===== src/rtl/fetch_pipe_if.sv =====
// Front-end bus of the fetch controller: hazard-unit inputs, EX redirect/mret,
// IMEM read data, interrupt lines, and the IF/ID and status outputs.
interface fetch_pipe_if #(
  parameter int CNT_W = 16
);
  logic             is_stall;
  logic             IF_ID_write_enable;
  logic             ID_EX_flush;
  logic             redirect_valid;
  logic [31:0]      redirect_pc;
  logic [31:0]      imem_inst;
  logic             int_req;
  logic [31:0]      int_vec;
  logic             mret;
  logic [31:0]      pc_out;
  logic [31:0]      IF_ID_pc;
  logic [31:0]      IF_ID_inst;
  logic             IF_ID_valid;
  logic             ID_EX_bubble;
  logic             int_ack;
  logic [31:0]      epc;
  logic             in_handler;
  logic [CNT_W-1:0] stall_cnt;
  logic [CNT_W-1:0] flush_cnt;
  logic             hz_err;

  modport master (
    output is_stall, IF_ID_write_enable, ID_EX_flush, redirect_valid, redirect_pc,
           imem_inst, int_req, int_vec, mret,
    input  pc_out, IF_ID_pc, IF_ID_inst, IF_ID_valid, ID_EX_bubble, int_ack, epc,
           in_handler, stall_cnt, flush_cnt, hz_err
  );

  modport slave (
    input  is_stall, IF_ID_write_enable, ID_EX_flush, redirect_valid, redirect_pc,
           imem_inst, int_req, int_vec, mret,
    output pc_out, IF_ID_pc, IF_ID_inst, IF_ID_valid, ID_EX_bubble, int_ack, epc,
           in_handler, stall_cnt, flush_cnt, hz_err
  );
endinterface


===== src/rtl/fetch_pipe_ctrl.sv =====
// Pipeline front end: PC and IF/ID register, arbitrating redirect, mret,
// interrupt entry, load-use stall and normal fetch in that priority order.
module fetch_pipe_ctrl #(
  parameter logic [31:0] RESET_PC = 32'h0000_0000,
  parameter int          CNT_W    = 16
) (
  input  logic       clk,
  input  logic       rstn,
  fetch_pipe_if.slave bus
);

  localparam logic [31:0] NOP = 32'h0000_0013;

  typedef enum logic {RUN, HANDLER} state_t;

  state_t           state_q, state_d;
  logic [31:0]      pc_q, pc_d;
  logic [31:0]      ifpc_q, ifpc_d;
  logic [31:0]      ifinst_q, ifinst_d;
  logic             ifvld_q, ifvld_d;
  logic [31:0]      epc_q, epc_d;
  logic [CNT_W-1:0] scnt_q, scnt_d;
  logic [CNT_W-1:0] fcnt_q, fcnt_d;
  logic             hz_q, hz_d;
  logic             stall_req;
  logic             take_int;
  logic             bubble;
  logic             ack;

  function automatic logic [CNT_W-1:0] sat_inc(input logic [CNT_W-1:0] v);
    return (&v) ? v : v + CNT_W'(1);
  endfunction

  assign stall_req = bus.is_stall | ~bus.IF_ID_write_enable;
  // Interrupts only enter on a clean boundary so epc names a real instruction.
  assign take_int  = bus.int_req & (state_q == RUN) & ~stall_req & ifvld_q;

  always_comb begin
    state_d  = state_q;
    pc_d     = pc_q;
    ifpc_d   = ifpc_q;
    ifinst_d = ifinst_q;
    ifvld_d  = ifvld_q;
    epc_d    = epc_q;
    scnt_d   = scnt_q;
    fcnt_d   = fcnt_q;
    hz_d     = hz_q | (bus.is_stall == bus.IF_ID_write_enable);
    bubble   = bus.ID_EX_flush;
    ack      = 1'b0;
    if (bus.redirect_valid) begin
      pc_d     = bus.redirect_pc;
      ifvld_d  = 1'b0;
      ifinst_d = NOP;
      fcnt_d   = sat_inc(fcnt_q);
      bubble   = 1'b1;
    end else if (bus.mret) begin
      pc_d     = epc_q;
      state_d  = RUN;
      ifvld_d  = 1'b0;
      ifinst_d = NOP;
      fcnt_d   = sat_inc(fcnt_q);
      bubble   = 1'b1;
    end else if (take_int) begin
      epc_d    = ifpc_q;
      pc_d     = bus.int_vec;
      state_d  = HANDLER;
      ifvld_d  = 1'b0;
      ifinst_d = NOP;
      fcnt_d   = sat_inc(fcnt_q);
      bubble   = 1'b1;
      ack      = 1'b1;
    end else if (stall_req) begin
      bubble   = bus.ID_EX_flush | bus.is_stall;
      scnt_d   = sat_inc(scnt_q);
    end else begin
      ifpc_d   = pc_q;
      ifinst_d = bus.imem_inst;
      ifvld_d  = 1'b1;
      pc_d     = pc_q + 32'd4;
    end
  end

  // IF -> ID stage boundary
  always_ff @(posedge clk or negedge rstn) begin
    if (!rstn) begin
      state_q  <= RUN;
      pc_q     <= RESET_PC;
      ifpc_q   <= 32'h0;
      ifinst_q <= NOP;
      ifvld_q  <= 1'b0;
      epc_q    <= 32'h0;
      scnt_q   <= '0;
      fcnt_q   <= '0;
      hz_q     <= 1'b0;
    end else begin
      state_q  <= state_d;
      pc_q     <= pc_d;
      ifpc_q   <= ifpc_d;
      ifinst_q <= ifinst_d;
      ifvld_q  <= ifvld_d;
      epc_q    <= epc_d;
      scnt_q   <= scnt_d;
      fcnt_q   <= fcnt_d;
      hz_q     <= hz_d;
    end
  end

  assign bus.pc_out       = pc_q;
  assign bus.IF_ID_pc     = ifpc_q;
  assign bus.IF_ID_inst   = ifinst_q;
  assign bus.IF_ID_valid  = ifvld_q;
  assign bus.ID_EX_bubble = bubble;
  assign bus.int_ack      = ack;
  assign bus.epc          = epc_q;
  assign bus.in_handler   = (state_q == HANDLER);
  assign bus.stall_cnt    = scnt_q;
  assign bus.flush_cnt    = fcnt_q;
  assign bus.hz_err       = hz_q;

endmodule


===== src/flat_wrapper.sv =====
// flat-port wrapper written by rule: the top's interface ports become plain ports
module fetch_pipe_ctrl_flat 
#(
  parameter logic [31:0] RESET_PC = 32'h0000_0000,
  parameter int          CNT_W    = 16
)
  (clk, rstn, bus_is_stall, bus_IF_ID_write_enable, bus_ID_EX_flush, bus_redirect_valid, bus_redirect_pc, bus_imem_inst, bus_int_req, bus_int_vec, bus_mret, bus_pc_out, bus_IF_ID_pc, bus_IF_ID_inst, bus_IF_ID_valid, bus_ID_EX_bubble, bus_int_ack, bus_epc, bus_in_handler, bus_stall_cnt, bus_flush_cnt, bus_hz_err);
  fetch_pipe_if #(.CNT_W(CNT_W)) bus_i ();
  input  logic clk;
  input  logic rstn;
  input wire logic [$bits(bus_i.is_stall)-1:0] bus_is_stall;
  input wire logic [$bits(bus_i.IF_ID_write_enable)-1:0] bus_IF_ID_write_enable;
  input wire logic [$bits(bus_i.ID_EX_flush)-1:0] bus_ID_EX_flush;
  input wire logic [$bits(bus_i.redirect_valid)-1:0] bus_redirect_valid;
  input wire logic [$bits(bus_i.redirect_pc)-1:0] bus_redirect_pc;
  input wire logic [$bits(bus_i.imem_inst)-1:0] bus_imem_inst;
  input wire logic [$bits(bus_i.int_req)-1:0] bus_int_req;
  input wire logic [$bits(bus_i.int_vec)-1:0] bus_int_vec;
  input wire logic [$bits(bus_i.mret)-1:0] bus_mret;
  output wire logic [$bits(bus_i.pc_out)-1:0] bus_pc_out;
  output wire logic [$bits(bus_i.IF_ID_pc)-1:0] bus_IF_ID_pc;
  output wire logic [$bits(bus_i.IF_ID_inst)-1:0] bus_IF_ID_inst;
  output wire logic [$bits(bus_i.IF_ID_valid)-1:0] bus_IF_ID_valid;
  output wire logic [$bits(bus_i.ID_EX_bubble)-1:0] bus_ID_EX_bubble;
  output wire logic [$bits(bus_i.int_ack)-1:0] bus_int_ack;
  output wire logic [$bits(bus_i.epc)-1:0] bus_epc;
  output wire logic [$bits(bus_i.in_handler)-1:0] bus_in_handler;
  output wire logic [$bits(bus_i.stall_cnt)-1:0] bus_stall_cnt;
  output wire logic [$bits(bus_i.flush_cnt)-1:0] bus_flush_cnt;
  output wire logic [$bits(bus_i.hz_err)-1:0] bus_hz_err;
  assign bus_i.is_stall = bus_is_stall;
  assign bus_i.IF_ID_write_enable = bus_IF_ID_write_enable;
  assign bus_i.ID_EX_flush = bus_ID_EX_flush;
  assign bus_i.redirect_valid = bus_redirect_valid;
  assign bus_i.redirect_pc = bus_redirect_pc;
  assign bus_i.imem_inst = bus_imem_inst;
  assign bus_i.int_req = bus_int_req;
  assign bus_i.int_vec = bus_int_vec;
  assign bus_i.mret = bus_mret;
  assign bus_pc_out = bus_i.pc_out;
  assign bus_IF_ID_pc = bus_i.IF_ID_pc;
  assign bus_IF_ID_inst = bus_i.IF_ID_inst;
  assign bus_IF_ID_valid = bus_i.IF_ID_valid;
  assign bus_ID_EX_bubble = bus_i.ID_EX_bubble;
  assign bus_int_ack = bus_i.int_ack;
  assign bus_epc = bus_i.epc;
  assign bus_in_handler = bus_i.in_handler;
  assign bus_stall_cnt = bus_i.stall_cnt;
  assign bus_flush_cnt = bus_i.flush_cnt;
  assign bus_hz_err = bus_i.hz_err;
  fetch_pipe_ctrl #(.RESET_PC(RESET_PC), .CNT_W(CNT_W)) u_core (.clk(clk), .rstn(rstn), .bus(bus_i));
endmodule

===== config.mk =====
export PLATFORM = sky130hd
export DESIGN_NAME = fetch_pipe_ctrl_flat
export DESIGN_NICKNAME = d
export VERILOG_FILES = /design/src/rtl/fetch_pipe_if.sv /design/src/rtl/fetch_pipe_ctrl.sv /design/src/flat_wrapper.sv
export SDC_FILE = /design/constraint.sdc
export NUM_CORES = 1
export LEC_CHECK = 0
export ABC_AREA = 1
export CAP_MARGIN = 15
export CORE_ASPECT_RATIO = 0.6
export CORE_MARGIN = 5
export CORE_UTILIZATION = 47
export CTS_CLUSTER_DIAMETER = 40
export DETAILED_ROUTE_END_ITERATION = 12
export HOLD_SLACK_MARGIN = 0.15
export PLACE_DENSITY = 0.81
export SYNTH_ARGS = -nofsm -noshare
export SYNTH_HDL_FRONTEND = slang
export SYNTH_SLANG_ARGS = --single-unit

===== constraint.sdc =====
create_clock -name clk -period 1.7 [get_ports clk]
set_input_delay 0.34 -clock clk [delete_from_list [all_inputs] [get_ports clk]]
set_output_delay 0.34 -clock clk [all_outputs]
set_load 0.01 [all_outputs]

==> results.py, run 1 <==
metrics = {
    "outcome": {
        "status": "finished with violations",
        "violations": "negative setup slack",
    },
    "clock_network": {
        "clock-root-buffer": "clkbuf_16",
        "clock_latency_ps": 430,
        "h-tree-depth": 4,
        "clkSinkCount": 163,
        "cts.path.max_buffers": 2,
        "clkTransAtPathRegs_ps": 80,
        "numCtsBuffers": 17,
        "cts_tree": "yes",
    },
    "critical_path": {
        "worstSetupEndpointType": "output port",
        "cp-start-kind": "register",
        "critical_path_class": "reg -> out",
        "required_ps": 1360,
        "critPathLaunch": "u_core.bus.in_handler$_DFFE_PN0P_",
        "crit_fanout": 3,
        "r2r-start": "u_core.bus.pc_out[13]$_DFFE_PN0P_",
        "cp.arrival_ps": 1370,
        "rrSetupSlack_ps": 0,
    },
    "routing": {
        "dr.pass1.iters": 8,
        "drcViolationCount": 0,
        "vias_per_cell": 5.28,
        "num_vias": 9044,
        "final_antenna_net_count": 0,
        "drtIter0Drc": 1032,
        "wire_per_inst_um": 18.4,
        "drt_wl_total_mm": 31.6,
    },
    "timing": {
        "hold_ws_ps": 426,
        "slew_violations": 0,
        "rsz0062_at_grt": "true",
        "worst_pin_slew_ps": 438,
        "slew-limit-headroom_pct": 70.8,
        "fin_crit_ps": 1710,
        "setup_viol": 1,
        "fin_worst_skew_ps": 14.5,
        "hold_viol_final": 0,
        "setup_ws_ps": -7.19,
        "fmax_mhz": 586,
        "fin_crit_sh_pct": 100,
    },
    "synth": {
        "synth_top_area_share_pct": 47.2,
        "async_flop_share_pct": 100,
        "synth-seq-cells": 163,
        "netlist_area_um2": 8480,
        "syn_inst": 1081,
        "yosys-top-cells-area": "dfrtp_1 47%, nand2_1 14%, nor2_1 5.0%, o21ai_0 4.8%, inv_1 4.4%",
        "synth_edf_count": 0,
        "avgSynthCellArea_um2": 7.85,
        "synth.distinct_cells": 49,
        "synth_nets": 1189,
        "yosysSeqAreaShare_pct": 48.1,
        "yosysWarningCount": 0,
        "synth_flop_cell": "dfrtp_1",
        "yosysTopAreaCell": "dfrtp_1",
    },
    "finish": {
        "seqCellArea_um2": 4100,
        "nFillCells": 1310,
        "final_cells": 1714,
        "multi_input_area_um2": 4050,
        "fin_area_um2": 13400,
        "final_util_pct": 74.7,
        "final_net_count": 1568,
        "drive_above_1_share_pct": 18.8,
        "syn_to_final_growth_pct": 57.5,
    },
    "floorplan": {
        "start_util_pct": 47.5,
        "ios": 269,
        "dieHeight_um": 114,
        "die-area_um2": 20900,
        "coreArea_um2": 17900,
        "num_rows": 38,
        "die_w_um": 183,
    },
    "global_routing": {
        "grt_antenna_before_repair": 1,
        "grt_max_degree": 42,
        "grt_pass1_wl_mm": 47.9,
        "gr-total-overflow": 0,
        "track_usage_pct": 29.0,
        "grt_pass1_vias": 8521,
    },
    "placement": {
        "place_inst": 1636,
        "place_hpwl_mm": 22.8,
        "gp_congestion": 0.993,
        "io_buffers": 268,
        "place_area_um2": 12100,
    },
    "pwr": {
        "leakage_nw": 6.98,
        "p_seq_share_pct": 39.0,
        "comb_power_share_pct": 28.9,
        "switchingPower_w": 0.00422,
        "p_clk_share_pct": 32.1,
        "peakVddDrop_v": 0.000702,
        "power_density_nw_per_um2": 924,
        "p_int_w": 0.00813,
        "fin_total_pwr_w": 0.0123,
        "p_sw_share_pct": 34.2,
    },
    "worst_hold_path": {
        "hp-class": "in -> async",
    },
    "job": {
        "drv_cap": 0,
    },
}
power by group through the flow:
| stage | clock network (W) | registers, W | logic (W) |
|---|---|---|---|
| after floorplan | 0 | 0.00511 | 0.00104 |
| after global placement | 0 | 0.00490 | 0.00325 |
| after detailed placement | 0 | 0.00491 | 0.00332 |
| after CTS | 0.00396 | 0.00478 | 0.00335 |
| after global routing | 0.00411 | 0.00488 | 0.00387 |
| final | 0.00396 | 0.00481 | 0.00357 |
final cells by class:
| class | count | area share (%) |
|---|---|---|
| Clock inverter | 14 | 1.25 |
| Sequential cell | 163 | 30.7 |
| Inverter | 106 | 2.98 |
| Clock buffer | 18 | 3.29 |
| Antenna cell | 1 | 0.0187 |
| Multi-Input combinational cell | 768 | 30.3 |
| Tap cell | 240 | 2.25 |
| Timing Repair Buffer | 404 | 29.3 |
worst paths after layout:
kind                                                        endpoint  depth (start not counted)
min in group clk                         u_core.bus.hz_err$_DFF_PN0_                          3
max in group asynchronous       u_core.bus.IF_ID_inst[1]$_DFFE_PN1P_                          3
worst max register to register     u_core.bus.pc_out[26]$_DFFE_PN0P_                         10
worst min register to register           u_core.bus.hz_err$_DFF_PN0_                          1
worst min-delay path            u_core.bus.IF_ID_inst[2]$_DFFE_PN0P_                          2
worst max-delay path                                     bus_int_ack                          5
cell usage after synthesis, drive strengths merged, types with 3 or more instances:
library cell / count
dfrtp: 160
nand2: 332
nor3: 9
nand4: 7
buf: 24
xnor2: 13
dfstp: 3
a22o: 29
o22a: 3
ha: 4
nand3: 48
o21ai: 118
nor2: 122
and2: 3
a21oi: 33
o22ai: 3
clkbuf: 21
inv: 105
xor2: 18
o211ai: 3
a221oi: 4
a31oi: 3
state kept, by name, indices dropped and copies added, names as in the netlist:
| signal | count |
|---|---|
| u_core.bus.epc | 32 |
| u_core.bus.in_handler | 1 |
| u_core.bus.stall_cnt | 16 |
| u_core.bus.pc_out | 32 |
| u_core.bus.IF_ID_inst | 32 |
| u_core.bus.flush_cnt | 16 |
| u_core.bus.IF_ID_valid | 1 |
| u_core.bus.hz_err | 1 |
| u_core.bus.IF_ID_pc | 32 |
worst max-delay path, stage by stage, from the launching register on:
cell,delay [ps]
dfrtp_1,390
inv_2,90
nand4_4,100
buf_4,170
nor2_4,90
buf_6,110
stage by stage:
stage / setup TNS, ps / setup slack, ps
3_3_place_gp: -61810 / -625
3_5_place_dp: -66730 / -626
2_1_floorplan: 0 / 55.1
5_1_grt: -1100 / -121
6_report: -7.19 / -7.19
4_1_cts: -130 / -130
cell families after synthesis:
group                      share of synthesized area, %
adders and majority gates                         0.590
DFF                                                48.1
xor gates and xnor gates                           3.20
AOI/OAI and AO/OA                                  14.2
and+or+nand+nor                                    26.3
buffers and inverters                              7.57
layer usage:
layer	GRT usage [%]	wire length (µm)	vias to the layer above
li1	-	-	4235
met1	42.7	13700	4278
met2	42.7	13900	498
met3	8.63	3580	33
met4	5.95	394	0
met5	0	0	-
timing repair:
action | 4_1_cts | 5_1_grt
cloned | 0 | 1
hold buffers | 1 | 0
setup buffers | 25 | 18
hold endpoints to repair | 36 | 0
setup endpoints to repair | 179 | 90
pin swaps | 0 | 16
gates resized for setup | 129 | 123
cell usage in the layout, fill, tap and decap left out, types with 4 or more instances in the layout:
master	n
inv_1	97
nor2_1	88
xor2_1	18
buf_6	9
a21oi_1	31
nand2_4	5
dfrtp_1	149
dlygate4sd2_1	99
a221oi_1	4
dlymetal6s2s_1	43
clkinv_4	5
nor2_4	17
clkdlybuf4s50_1	122
clkbuf_16	17
buf_4	113
a22o_1	29
dfrtp_2	11
nand2_2	21
clkinv_8	5
nand2_1	306
xnor2_1	12
o21ai_2	6
nor2_2	17
o21ai_0	80
buf_12	16
o21ai_1	32
inv_2	9
nand4_1	6
nor3_1	7
nand3_1	44
(Power assumes the default switching activity.)
==> run 2, diff against run 1 <==
--- a/config.mk
+++ b/config.mk
@@ -8,7 +8,7 @@
 export ABC_AREA = 1
 export CAP_MARGIN = 15
 export CORE_ASPECT_RATIO = 0.6
-export CORE_MARGIN = 5
+export CORE_MARGIN = 4
 export CORE_UTILIZATION = 47
 export CTS_CLUSTER_DIAMETER = 40
 export DETAILED_ROUTE_END_ITERATION = 12
==> run 2 against run 1 <==
Against the previous run:
- the flow now finishes without violations
- register-to-register slack about the same
- cell count down 0.76%
- sequential power is essentially flat
- critical path type unchanged
- critical path depth increased by 1
- via count is essentially flat
==> results.py, run 2 (synthesis gave the netlist of run 1 again) <==
metrics = {
    "timing": {
        "hold_viol_final": 0,
        "fin_setup_tns_ps": 0,
        "fin_crit_ps": 1690,
        "rsz0062_at_grt": "true",
        "fmax_mhz": 593,
        "fin_crit_sh_pct": 99.2,
        "fin_worst_skew_ps": 13.2,
        "setup_ws_ps": 12.9,
        "setup_viol": 0,
        "slew_violations": 0,
        "worst_pin_slew_ps": 470,
        "slew-limit-headroom_pct": 68.6,
    },
    "pwr": {
        "leakage_nw": 6.85,
        "fin_total_pwr_w": 0.0123,
        "power_density_nw_per_um2": 925,
        "peakVddDrop_v": 0.000818,
    },
    "global_routing": {
        "grt_pass1_wl_mm": 47.9,
        "grt_max_degree": 43,
        "track_usage_pct": 29.4,
        "grt_antenna_before_repair": 1,
        "gr-total-overflow": 0,
        "grt_pass1_vias": 8636,
    },
    "job": {
        "drv_cap": 0,
    },
    "finish": {
        "fin_area_um2": 13300,
        "final_net_count": 1562,
        "drive_above_1_share_pct": 17.9,
        "final_cells": 1701,
        "layout_commonest_cell": "nand2_1",
        "mostFrequentLayoutCells": "317 x nand2_1, 144 x dfrtp_1, 136 x clkdlybuf4s50_1",
        "syn_to_final_growth_pct": 56.4,
        "diodes": 0,
    },
    "floorplan": {
        "coreArea_um2": 17400,
        "die-area_um2": 20300,
        "ios": 269,
        "dieHeight_um": 112,
        "die_w_um": 181,
        "start_util_pct": 48.7,
        "num_rows": 37,
    },
    "placement": {
        "io_buffers": 268,
        "place_hpwl_mm": 22.5,
        "place_area_um2": 12100,
        "gp_congestion": 0.973,
        "dp_worst_setup_slack_ps": -633,
        "place_inst": 1631,
    },
    "clock_network": {
        "cts_tree": "yes",
        "cts.path.max_buffers": 2,
        "clkSinkCount": 163,
        "clkTransAtPathRegs_ps": 70,
        "h-tree-depth": 4,
        "clock-root-buffer": "clkbuf_16",
        "numCtsBuffers": 17,
        "clock_latency_ps": 420,
    },
    "critical_path": {
        "crit_slowest_cell": "dfrtp_1",
        "slowest_delay_ps": 390,
        "cp.arrival_ps": 1350,
        "cp_cell_sequence": "inv_2 -> nand4_4 -> nand2_4 -> inv_2 -> nand2_2 -> buf_6",
        "critical_path_class": "reg -> out",
        "cp-start-kind": "register",
        "required_ps": 1360,
        "crit_top_cell": "inv_2",
        "worstSetupEndpointType": "output port",
        "crit_fanout": 3,
    },
    "routing": {
        "final_antenna_net_count": 0,
        "num_vias": 9036,
        "drcViolationCount": 0,
        "drtIter0Drc": 997,
        "dr.pass1.iters": 6,
        "wire_per_inst_um": 18.3,
        "drt_wl_total_mm": 31.2,
        "vias_per_cell": 5.31,
    },
    "outcome": {
        "status": "complete, no violations",
    },
    "worst_hold_path": {
        "hp-class": "in -> async",
    },
}
-- run 2: cell count changes in the layout (fill, tap and decap cells not counted), moves of 5 or more --
| cell | previous run | this run |
|---|---|---|
| clkdlybuf4s50_1 | 122 | 136 |
| nand2_2 | 21 | 8 |
| nand2_1 | 306 | 317 |
| dlygate4sd2_1 | 99 | 91 |
| buf_4 | 113 | 107 |
| clkinv_8 | 5 | 0 |
| dfrtp_1 | 149 | 144 |
| dfrtp_2 | 11 | 16 |
| dlymetal6s2s_1 | 43 | 38 |
-- run 2: through the flow --
step                      util (%)  hold WS, ps
after detailed placement      69.6          277
after floorplan                  -         44.4
after global routing          76.2          421
after global placement        69.6          282
after CTS                     73.8          396
final                         76.2          410
-- run 2: area by class of cell --
type	count	area (µm²)
Clock buffer	18	429
Clock inverter	14	166
Fill cell	1255	4140
Inverter	106	403
Multi-Input combinational cell	768	4010
Sequential cell	163	4100
Tap cell	234	293
Timing Repair Buffer	398	3870
-- run 2: power breakdown --
group / internal [W] / switching, W / total [W]
clock: 0.00222 / 0.00176 / 0.00398
combinational: 0.00170 / 0.00179 / 0.00350
sequential: 0.00439 / 0.000414 / 0.00480
total: 0.00831 / 0.00397 / 0.0123
-- run 2: what timing repair did --
| item | CTS | global route |
|---|---|---|
| endpoints found under the setup margin | 150 | 79 |
| endpoints found under the hold margin | 34 | 0 |
| gates resized for setup | 125 | 106 |
| buffers inserted | 26 | 10 |
| gates cloned | 0 | 1 |
| pin swaps | 2 | 22 |
| hold buffers | 1 | 0 |
-- run 2: final timing paths --
check / startpoint / endpoint / slack [ps] / cells past startpoint
worst max register to register: u_core.bus.pc_out[3]$_DFFE_PN0P_ / u_core.bus.pc_out[12]$_DFFE_PN0P_ / 10 / 11
worst max-delay path: u_core.bus.in_handler$_DFFE_PN0P_ / bus_ID_EX_bubble / 10 / 6
worst min-delay path: rstn / u_core.bus.stall_cnt[2]$_DFFE_PN0P_ / 410 / 2
max in group asynchronous: rstn / u_core.bus.IF_ID_pc[26]$_DFFE_PN0P_ / 700 / 3
min in group clk: bus_IF_ID_write_enable / u_core.bus.hz_err$_DFF_PN0_ / 410 / 3
worst min register to register: u_core.bus.hz_err$_DFF_PN0_ / u_core.bus.hz_err$_DFF_PN0_ / 470 / 1
-- run 2: critical path: cells and delay by family, from the launching register on --
kind,cells,cell delay [ps]
flops,1,390
buf+inv,3,250
simple gates,3,300
-- run 2: routing by layer --
| metal | up-vias | global-route usage, % | part of all wire (%) | wire length [µm] |
|---|---|---|---|---|
| li1 | 4245 | - | - | - |
| met4 | 2 | 5.95 | 1.7 | 535 |
| met3 | 51 | 8.32 | 10 | 3270 |
| met2 | 487 | 42.8 | 43 | 13300 |
| met5 | - | 0 | 0.042 | 13 |
| met1 | 4251 | 44.2 | 45 | 14100 |
==> run 3, diff against run 2 <==
--- a/config.mk
+++ b/config.mk
@@ -6,7 +6,7 @@
 export NUM_CORES = 1
 export LEC_CHECK = 0
 export ABC_AREA = 1
-export CAP_MARGIN = 15
+export CAP_MARGIN = 5
 export CORE_ASPECT_RATIO = 0.6
 export CORE_MARGIN = 4
 export CORE_UTILIZATION = 47
==> results of run 3 <==
Same layout as run 2: the final DEF is identical, and so are final timing and power.
